[config.mk]
export PLATFORM = sky130hd
export DESIGN_NAME = rtc_init_seq
export DESIGN_NICKNAME = d
export VERILOG_FILES = /design/src/rtl/rtc_pkg.sv /design/src/rtl/rtc_bus_phase.sv /design/src/rtl/rtc_init_seq.sv
export SDC_FILE = /design/constraint.sdc
export NUM_CORES = 1
export LEC_CHECK = 0
export ABC_AREA = 1
export BUFFER_PORTS_ARGS = -buffer_cell sky130_fd_sc_hd__buf_2
export CORE_UTILIZATION = 45
export CTS_CLUSTER_SIZE = 14
export DETAILED_ROUTE_END_ITERATION = 7
export PLACE_DENSITY = 0.85
export SETUP_SLACK_MARGIN = 0.3
export SLEW_MARGIN = 0
export SYNTH_ARGS = -nofsm -noshare
export SYNTH_HDL_FRONTEND = slang
export SYNTH_SLANG_ARGS = --single-unit
[constraint.sdc]
create_clock -name clk -period 1.17 [get_ports clk]
set_input_delay 0.0585 -clock clk [delete_from_list [all_inputs] [get_ports clk]]
set_output_delay 0.0585 -clock clk [all_outputs]
set_load 0.1 [all_outputs]
[src/rtl/rtc_pkg.sv]
// ============================================================================
//  Module      : rtc_pkg
//  Description : Shared state encoding, phase-timer width and RTC bus
//                polarity constants for the RTC init sequencer.
//  Revision    : 1.0 - initial release
// ============================================================================
`default_nettype none

package rtc_pkg;

  localparam int   c_phase_tw    = $clog2(16);
  localparam logic c_strobe_act  = 1'b0;
  localparam logic c_strobe_idle = 1'b1;
  localparam logic c_ad_addr     = 1'b0;
  localparam logic c_ad_data     = 1'b1;

  typedef enum logic [3:0] {
    ST_IDLE     = 4'd0,
    ST_RAM_WAIT = 4'd1,
    ST_FETCH    = 4'd2,
    ST_LATCH    = 4'd3,
    ST_ADDR     = 4'd4,
    ST_DATA     = 4'd5,
    ST_RB_ADDR  = 4'd6,
    ST_RB_DATA  = 4'd7,
    ST_DONE     = 4'd8
  } state_t;

endpackage

`default_nettype wire

[src/rtl/rtc_bus_phase.sv]
// ============================================================================
//  Module      : rtc_bus_phase
//  Description : One timed RTC bus phase: strobes low T_PULSE cycles, then all
//                strobes high T_GAP cycles; runs back-to-back while go is held.
//  Revision    : 1.0 - initial release
// ============================================================================
`default_nettype none

module rtc_bus_phase
  import rtc_pkg::*;
#(
  parameter int DW      = 8,
  parameter int T_PULSE = 3,
  parameter int T_GAP   = 2
) (
  input  logic          clk,
  input  logic          reset,
  input  logic          go,
  input  logic          is_read,
  input  logic          a_d_val,
  input  logic [DW-1:0] value,
  input  logic [DW-1:0] ad_in,
  output logic          cs,
  output logic          rd,
  output logic          wr,
  output logic          a_d,
  output logic [DW-1:0] ad_out,
  output logic          ad_oe,
  output logic [DW-1:0] sample,
  output logic          phase_done
);

  logic [c_phase_tw-1:0] r_cnt;
  logic                  r_gap;
  logic [DW-1:0]         r_sample;
  logic                  w_pulse_last;
  logic                  w_gap_last;
  logic                  w_strobe;

  assign w_pulse_last = !r_gap && (r_cnt == c_phase_tw'(T_PULSE - 1));
  assign w_gap_last   = r_gap && (r_cnt == c_phase_tw'(T_GAP - 1));

  // Pulse and gap share one 4-bit timer so T_PULSE+T_GAP may exceed 15.
  always_ff @(posedge clk or negedge reset) begin
    if (!reset) begin
      r_cnt    <= '0;
      r_gap    <= 1'b0;
      r_sample <= '0;
    end else if (!go) begin
      r_cnt <= '0;
      r_gap <= 1'b0;
    end else if (w_pulse_last) begin
      r_cnt <= '0;
      r_gap <= 1'b1;
      if (is_read) r_sample <= ad_in;
    end else if (w_gap_last) begin
      r_cnt <= '0;
      r_gap <= 1'b0;
    end else begin
      r_cnt <= r_cnt + 1'b1;
    end
  end

  assign w_strobe   = go && !r_gap;
  assign cs         = w_strobe ? c_strobe_act : c_strobe_idle;
  assign wr         = (w_strobe && !is_read) ? c_strobe_act : c_strobe_idle;
  assign rd         = (w_strobe && is_read) ? c_strobe_act : c_strobe_idle;
  assign a_d        = go ? a_d_val : c_ad_addr;
  assign ad_oe      = go && !is_read;
  assign ad_out     = ad_oe ? value : '0;
  assign sample     = r_sample;
  assign phase_done = go && w_gap_last;

endmodule

`default_nettype wire

[src/rtl/rtc_init_seq.sv]
// ============================================================================
//  Module      : rtc_init_seq
//  Description : Waits for RAM preload, then writes N_REGS table entries to an
//                RTC over a multiplexed address/data bus. Optional readback
//                verify enabled by macro RTC_INIT_READBACK_EN.
//  Revision    : 1.0 - initial release
// ============================================================================
`default_nettype none

module rtc_init_seq
  import rtc_pkg::*;
#(
  parameter int N_REGS  = 4,
  parameter int DW      = 8,
  parameter int T_PULSE = 3,
  parameter int T_GAP   = 2,
  localparam int IDX_W  = (N_REGS > 1) ? $clog2(N_REGS) : 1
) (
  input  logic             clk,
  input  logic             reset,
  input  logic             start,
  output logic             busy,
  output logic             done,
  output logic             err,
  output logic             ram_init_req,
  input  logic             ram_init_done,
  output logic             tbl_rd_en,
  output logic [IDX_W-1:0] tbl_idx,
  input  logic [2*DW-1:0]  tbl_data,
  output logic             a_d,
  output logic             cs,
  output logic             rd,
  output logic             wr,
  output logic [DW-1:0]    ad_out,
  output logic             ad_oe,
  input  logic [DW-1:0]    ad_in
);

  state_t           r_state;
  state_t           w_next;
  state_t           w_entry_next;
  state_t           w_after_data;
  state_t           w_last_phase;
  logic [IDX_W-1:0] r_idx;
  logic [DW-1:0]    r_addr;
  logic [DW-1:0]    r_value;
  logic             w_last_entry;
  logic             w_entry_end;
  logic             w_start_acc;
  logic             w_go;
  logic             w_is_read;
  logic             w_a_d_val;
  logic [DW-1:0]    w_value;
  logic [DW-1:0]    w_sample;
  logic             w_phase_done;

  assign w_last_entry = (r_idx == IDX_W'(N_REGS - 1));
  assign w_entry_next = w_last_entry ? ST_DONE : ST_FETCH;
  assign w_start_acc  = (r_state == ST_IDLE) && start;
  assign w_entry_end  = w_phase_done && (r_state == w_last_phase);

`ifdef RTC_INIT_READBACK_EN
  assign w_after_data = ST_RB_ADDR;
  assign w_last_phase = ST_RB_DATA;
`else
  assign w_after_data = w_entry_next;
  assign w_last_phase = ST_DATA;
`endif

  always_ff @(posedge clk or negedge reset) begin
    if (!reset) begin
      r_state <= ST_IDLE;
      r_idx   <= '0;
      r_addr  <= '0;
      r_value <= '0;
    end else begin
      r_state <= w_next;
      if (w_start_acc || r_state == ST_DONE) r_idx <= '0;
      else if (w_entry_end && !w_last_entry) r_idx <= r_idx + 1'b1;
      if (r_state == ST_LATCH) {r_addr, r_value} <= tbl_data;
    end
  end

  always_comb begin
    w_next = r_state;
    case (r_state)
      ST_IDLE:     if (start) w_next = ST_RAM_WAIT;
      ST_RAM_WAIT: if (ram_init_done) w_next = ST_FETCH;
      ST_FETCH:    w_next = ST_LATCH;
      ST_LATCH:    w_next = ST_ADDR;
      ST_ADDR:     if (w_phase_done) w_next = ST_DATA;
      ST_DATA:     if (w_phase_done) w_next = w_after_data;
`ifdef RTC_INIT_READBACK_EN
      ST_RB_ADDR:  if (w_phase_done) w_next = ST_RB_DATA;
      ST_RB_DATA:  if (w_phase_done) w_next = w_entry_next;
`endif
      ST_DONE:     w_next = ST_IDLE;
      default:     w_next = ST_IDLE;
    endcase
  end

  assign busy         = (r_state != ST_IDLE);
  assign done         = (r_state == ST_DONE);
  assign ram_init_req = (r_state == ST_RAM_WAIT);
  assign tbl_rd_en    = (r_state == ST_FETCH);
  assign tbl_idx      = r_idx;

  assign w_go      = (r_state == ST_ADDR) || (r_state == ST_DATA) ||
                     (r_state == ST_RB_ADDR) || (r_state == ST_RB_DATA);
  assign w_is_read = (r_state == ST_RB_DATA);
  assign w_a_d_val = (r_state == ST_DATA) || (r_state == ST_RB_DATA);
  assign w_value   = ((r_state == ST_ADDR) || (r_state == ST_RB_ADDR)) ? r_addr : r_value;

  rtc_bus_phase #(
    .DW      (DW),
    .T_PULSE (T_PULSE),
    .T_GAP   (T_GAP)
  ) u_phase (
    .clk        (clk),
    .reset      (reset),
    .go         (w_go),
    .is_read    (w_is_read),
    .a_d_val    (w_a_d_val),
    .value      (w_value),
    .ad_in      (ad_in),
    .cs         (cs),
    .rd         (rd),
    .wr         (wr),
    .a_d        (a_d),
    .ad_out     (ad_out),
    .ad_oe      (ad_oe),
    .sample     (w_sample),
    .phase_done (w_phase_done)
  );

`ifdef RTC_INIT_READBACK_EN
  logic r_err;

  // Mismatch is sticky for the whole run; only a new accepted start clears it.
  always_ff @(posedge clk or negedge reset) begin
    if (!reset) begin
      r_err <= 1'b0;
    end else if (w_start_acc) begin
      r_err <= 1'b0;
    end else if (r_state == ST_RB_DATA && w_phase_done && w_sample != r_value) begin
      r_err <= 1'b1;
    end
  end

  assign err = r_err;
`else
  logic w_unused_sample;

  assign w_unused_sample = ^w_sample;
  assign err             = 1'b0;
`endif

endmodule

`default_nettype wire

==> reports/summary.md, run 1 <==
### Synth
- 0 — total of warnings raised by yosys
- 189 — number of instances in the synthesized netlist
- 7.90 um^2 — syn_area_per_cell
- sky130_fd_sc_hd__dfrtp_1 — flip-flop cell with the highest count after synthesis
- 45.3% — sequential element share of the synthesized area
- 0 — EDFF count, synth
- 45.3% — area fraction of the dominant cell type after synthesis
- 221 — synthesized net count
- 28 — library cells used by synthesis
- 0.00149 mm^2 — Cell Area, Synth
- sky130_fd_sc_hd__nand2_1 (61), sky130_fd_sc_hd__dfrtp_1 (27), sky130_fd_sc_hd__nor2_1 (23) — Commonest cells post-synth
- sky130_fd_sc_hd__nand2_1 — most common cell in the netlist
- sky130_fd_sc_hd__dfrtp_1 (45%), sky130_fd_sc_hd__nand2_1 (15%), sky130_fd_sc_hd__nor2_1 (5.8%) — dominant cells by area after synthesis
- 100% — fraction of registers with async set or reset after synthesis
- 27 — total of flip-flops plus latches after synthesis
- sky130_fd_sc_hd__dfrtp_1 — cell type with the highest aggregate area in the netlist

### Global routing
- 28 — maximum number of pins on one net before global-route repair

### Status
- aborted with a tool error — result of the run
- global routing (5_1_grt) — stage where the run ended
- [ERROR DPL-0038] Utilization greater than 100%, impossible to legalize — error message

### Floorplan
- 59.6 um — Chip Width
- 48.1% — initial cell density of the core
- 20 — std cell rows
- 48 — number of ports placed on the die boundary
- 59.6 um — y dimension of the die

### Placed design
- 38 — number of buffers added on ports
- 3080 um — HPWL Detailed
- 0.855 — RD Place Congestion

### Clocking
- sky130_fd_sc_hd__clkbuf_4 — clock root buffer master
- 2 — clock buffer depth
- 3 — number of buffers created by CTS
- 1 — H-Tree Depth
- 27 — Num Clock Sinks

### Timing
- ad_out[1] — worst endpoint from the post-global-route timing repair
- primary output — worst endpoint type

==> kinds of logic after synthesis <==
logic type	after synthesis	synth area share, %
buffers and inverters	25	8.13
and+or+nand+nor	117	36.7
DFF	27	45.3
other	1	0.251
xor gates and xnor gates	2	1.17
AOI/OAI and AO/OA	13	5.11
adders and majority gates	4	3.35
==> what timing repair did <==
| action | 4_1_cts |
|---|---|
| pin swaps | 9 |
| setup buffers | 9 |
| resized for setup | 44 |
| hold endpoints to repair | 43 |
| setup endpoints to repair | 46 |
| hold buffers | 17 |
| gates cloned | 1 |
==> metrics by stage <==
step / instances / cell area, um^2 / hold WS, ns / setup WS, ns / setup TNS (ns)
after floorplan: 189 / 1680 / -0.237 / -0.771 / -5.39
after global placement: 296 / 2360 / 0.0865 / -0.115 / -2.25
after detailed placement: 296 / 2360 / 0.0987 / -0.182 / -3.35
after CTS: 327 / 2810 / 0.119 / -0.556 / -16.99
==> run 2: changes to the inputs <==
--- a/config.mk
+++ b/config.mk
@@ -7,11 +7,9 @@
 export LEC_CHECK = 0
 export ABC_AREA = 1
 export BUFFER_PORTS_ARGS = -buffer_cell sky130_fd_sc_hd__buf_2
-export CORE_UTILIZATION = 45
-export CTS_CLUSTER_SIZE = 14
+export CORE_UTILIZATION = 40
 export DETAILED_ROUTE_END_ITERATION = 7
-export PLACE_DENSITY = 0.85
-export SETUP_SLACK_MARGIN = 0.3
+export PLACE_DENSITY_LB_ADDON = 0.15
 export SLEW_MARGIN = 0
 export SYNTH_ARGS = -nofsm -noshare
 export SYNTH_HDL_FRONTEND = slang
==> constraint.sdc (replaced) <==
create_clock -name clk -period 1.5 [get_ports clk]
set_input_delay 0.075 -clock clk [delete_from_list [all_inputs] [get_ports clk]]
set_output_delay 0.075 -clock clk [all_outputs]
set_load 0.1 [all_outputs]
==> run 2 against run 1 <==
The flow now finishes, with violations (setup timing); synthesized cell count stayed put; synthesized area unchanged.
==> reports/summary.md, run 2 <==
### Status
- finished with violations — result of the run
- setup timing — violated checks

### Routing
- 1364 — vias
- 4 — First-pass DRT Iterations
- 0 — number of antenna-violating nets in the routed design
- 38 — number of DRC violations after detailed-routing iteration 0
- 3360 um — sum of routed wire length over all layers
- 4.50 — vias per std cell
- 0 — number of remaining DRC errors
- 11.1 um — average wire length per cell after detail routing

### Hold path
- in2reg — HP Class
- tbl_data[7] — startpoint of the lowest-slack hold path

### Placed design
- 2350 um — HPWL Detailed
- 38 — number of buffers added on ports
- 0.801 — RD Place Congestion
- 0.00209 mm^2 — instance area after placement

### Floorplan
- 0.00344 mm^2 — floorplan core area
- 63.1 um — y dimension of the die
- 0.00398 mm^2 — area of the die
- 43.4% — initial cell density of the core
- 48 — number of ports placed on the die boundary
- 21 — std cell rows
- 63.1 um — Chip Width

### Timing
- true — setup repair after global routing missed its margin
- 10 — number of setup violations in the final report
- -0.0867 ns — worst-case setup margin in the final layout
- 1.59 ns — post-layout minimum cycle time
- 106% — final critical-path share of the clock period
- 0.610 ns — Tightest Pin Transition
- 0.00285 ns — setup clock skew after layout
- 59.4% — slew margin rel.
- 630 MHz — highest clock frequency the design can meet
- 0 — Final Hold Violating Endpoints
- 0 — final max-slew violation count

### Synth
- sky130_fd_sc_hd__dfrtp_1 — flip-flop cell with the highest count after synthesis
- sky130_fd_sc_hd__dfrtp_1 — cell type with the highest aggregate area in the netlist
- 0.00149 mm^2 — Cell Area, Synth
- sky130_fd_sc_hd__nand2_1 — most common cell in the netlist
- sky130_fd_sc_hd__dfrtp_1 (45%), sky130_fd_sc_hd__nand2_1 (15%), sky130_fd_sc_hd__nor2_1 (5.8%) — dominant cells by area after synthesis
- 45.3% — area fraction of the dominant cell type after synthesis
- 0 — total of warnings raised by yosys
- 27 — total of flip-flops plus latches after synthesis
- 221 — synthesized net count
- 0 — EDFF count, synth
- 28 — library cells used by synthesis
- 100% — fraction of registers with async set or reset after synthesis
- 45.3% — sequential element share of the synthesized area
- 189 — number of instances in the synthesized netlist
- sky130_fd_sc_hd__nand2_1 (61), sky130_fd_sc_hd__dfrtp_1 (27), sky130_fd_sc_hd__nor2_1 (23) — Commonest cells post-synth
- 7.90 um^2 — syn_area_per_cell

### Setup path
- flop — crit path launch type
- r_state[0] — start point of the critical path
- primary output — endpoint type of the worst setup path
- 1.42 ns — required time at the endpoint of the critical path
- 1.51 ns — critical path arrival
- 6 — crit path max fanout
- r_state[3] — reg2reg start
- reg2out — critical path start-end classification

### Final layout
- 290 — count of nets after finishing
- sky130_fd_sc_hd__nand2_1 — commonest non-fill, non-tap cell in the layout
- 0 — # diodes
- 0.00241 mm^2 — final instance area
- 45.1% — proportion of layout cells with a drive suffix above 1
- sky130_fd_sc_hd__nand2_1 (58), sky130_fd_sc_hd__dfrtp_1 (23), sky130_fd_sc_hd__buf_2 (21), sky130_fd_sc_hd__inv_1 (17), sky130_fd_sc_hd__buf_4 (17) — commonest cells after routing, fill and taps aside
- r_addr (8), r_value (8) — leading registers by flop count
- 61.7% — P&R area growth vs syn

### Power and ir drop
- 0.000683 V — VDD IR-drop max
- 0.00121 uW — leakage power of the design
- 630 mW/mm^2 — total power per unit cell area
- 1520 uW — power consumption

### Global routing
- 5790 um — first-pass GRT wire length
- 0 — antenna violations before repair
- 0 — leftover overflow at the end of global routing
- 18.4% — overall fraction of global-route tracks in use
- 1378 — number of global-route vias before repair
- 28 — maximum number of pins on one net before global-route repair

### Clocking
- 0.09 ns — post-CTS clock slew at the launch and capture registers of the worst setup and hold paths
- 3 — number of buffers created by CTS
- sky130_fd_sc_hd__clkbuf_8 — clock root buffer master
- 0.27 ns — clock latency on the worst-skew pair
- built — CTS tree
- 27 — Num Clock Sinks
- 1 — H-Tree Depth
- 2 — clock buffer depth

### Run
- 0 — MaxCap Viol Count

run 2: cell counts after synthesis:
Identical to the previous run, type by type.
run 2: metal layers:
| metal | track usage [%] | part of all wire (%) | up-vias |
|---|---|---|---|
| li1 | - | - | 717 |
| met1 | 24.0 | 47 | 616 |
| met2 | 30.4 | 48 | 29 |
| met3 | 3.99 | 3.6 | 2 |
| met4 | 5.23 | 0.63 | 0 |
| met5 | 0 | 0 | - |
run 2: critical path: stages, from the launching register on:
cell,delay [ns]
sky130_fd_sc_hd__dfrtp_2,0.48
sky130_fd_sc_hd__nand2_4,0.11
sky130_fd_sc_hd__clkinv_4,0.05
sky130_fd_sc_hd__nor2_4,0.20
sky130_fd_sc_hd__o21ai_2,0.11
sky130_fd_sc_hd__nor2_4,0.11
sky130_fd_sc_hd__buf_12,0.18
run 2: final cells by class:
class / instances / area (um^2)
clock buffer: 4 / 45.0
fill: 263 / 1030
inverter: 22 / 95.1
multi-input combinational: 137 / 846
sequential: 27 / 681
tap: 46 / 57.6
timing repair buffer: 67 / 689
run 2: cells by family (layout without fill, tap and decap cells):
family / after synthesis / count (layout) / synth area share (%)
xor+xnor: 2 / 2 / 1.17
compound gates: 13 / 13 / 5.11
fa+ha+maj: 4 / 4 / 3.35
buf+inv: 25 / 93 / 8.13
simple gates: 117 / 117 / 36.7
other cells: 1 / 1 / 0.251
flops: 27 / 27 / 45.3
run 2: worst paths after layout:
check | to | slack, ns | depth (start not counted)
worst max-delay path | ad_out[0] | -0.09 | 6
worst min-delay path | r_value[7] | 0.006 | 3
worst max register to register | tbl_idx[1] | 0.08 | 9
worst min register to register | r_value[3] | 0.49 | 2
max in group asynchronous | r_state[0] | 0.72 | 2
min in group asynchronous | tbl_idx[1] | 0.35 | 2
run 2: timing repair:
action | in CTS | in global routing
gates cloned | 0 | 0
setup buffers | 10 | 4
gates resized for setup | 17 | 9
endpoints found under the hold margin | 34 | 0
hold buffers | 8 | 0
setup endpoints to repair | 13 | 24
pin swaps | 13 | 3
run 2: where the power goes:
group          internal (uW)  switching [uW]  leakage, uW
registers                761            28.8     0.000330
logic                    110             212     0.000859
clock network            190             218    0.0000228
run 2: metrics by stage:
step                      TNS [ns]  hold WS [ns]  setup WS (ns)  util (%)  std cells
after floorplan              -2.29        -0.221         -0.457         -        189
after global placement           0         0.115          0.141      60.6        278
after detailed placement         0         0.115          0.141      60.6        278
after CTS                   -0.732       0.00242         -0.105      68.4        300
after global routing         -1.48       0.00324         -0.149      70.1        303
final                       -0.595       0.00573        -0.0867      70.1        303
Power figures use the tool's default switching activity.
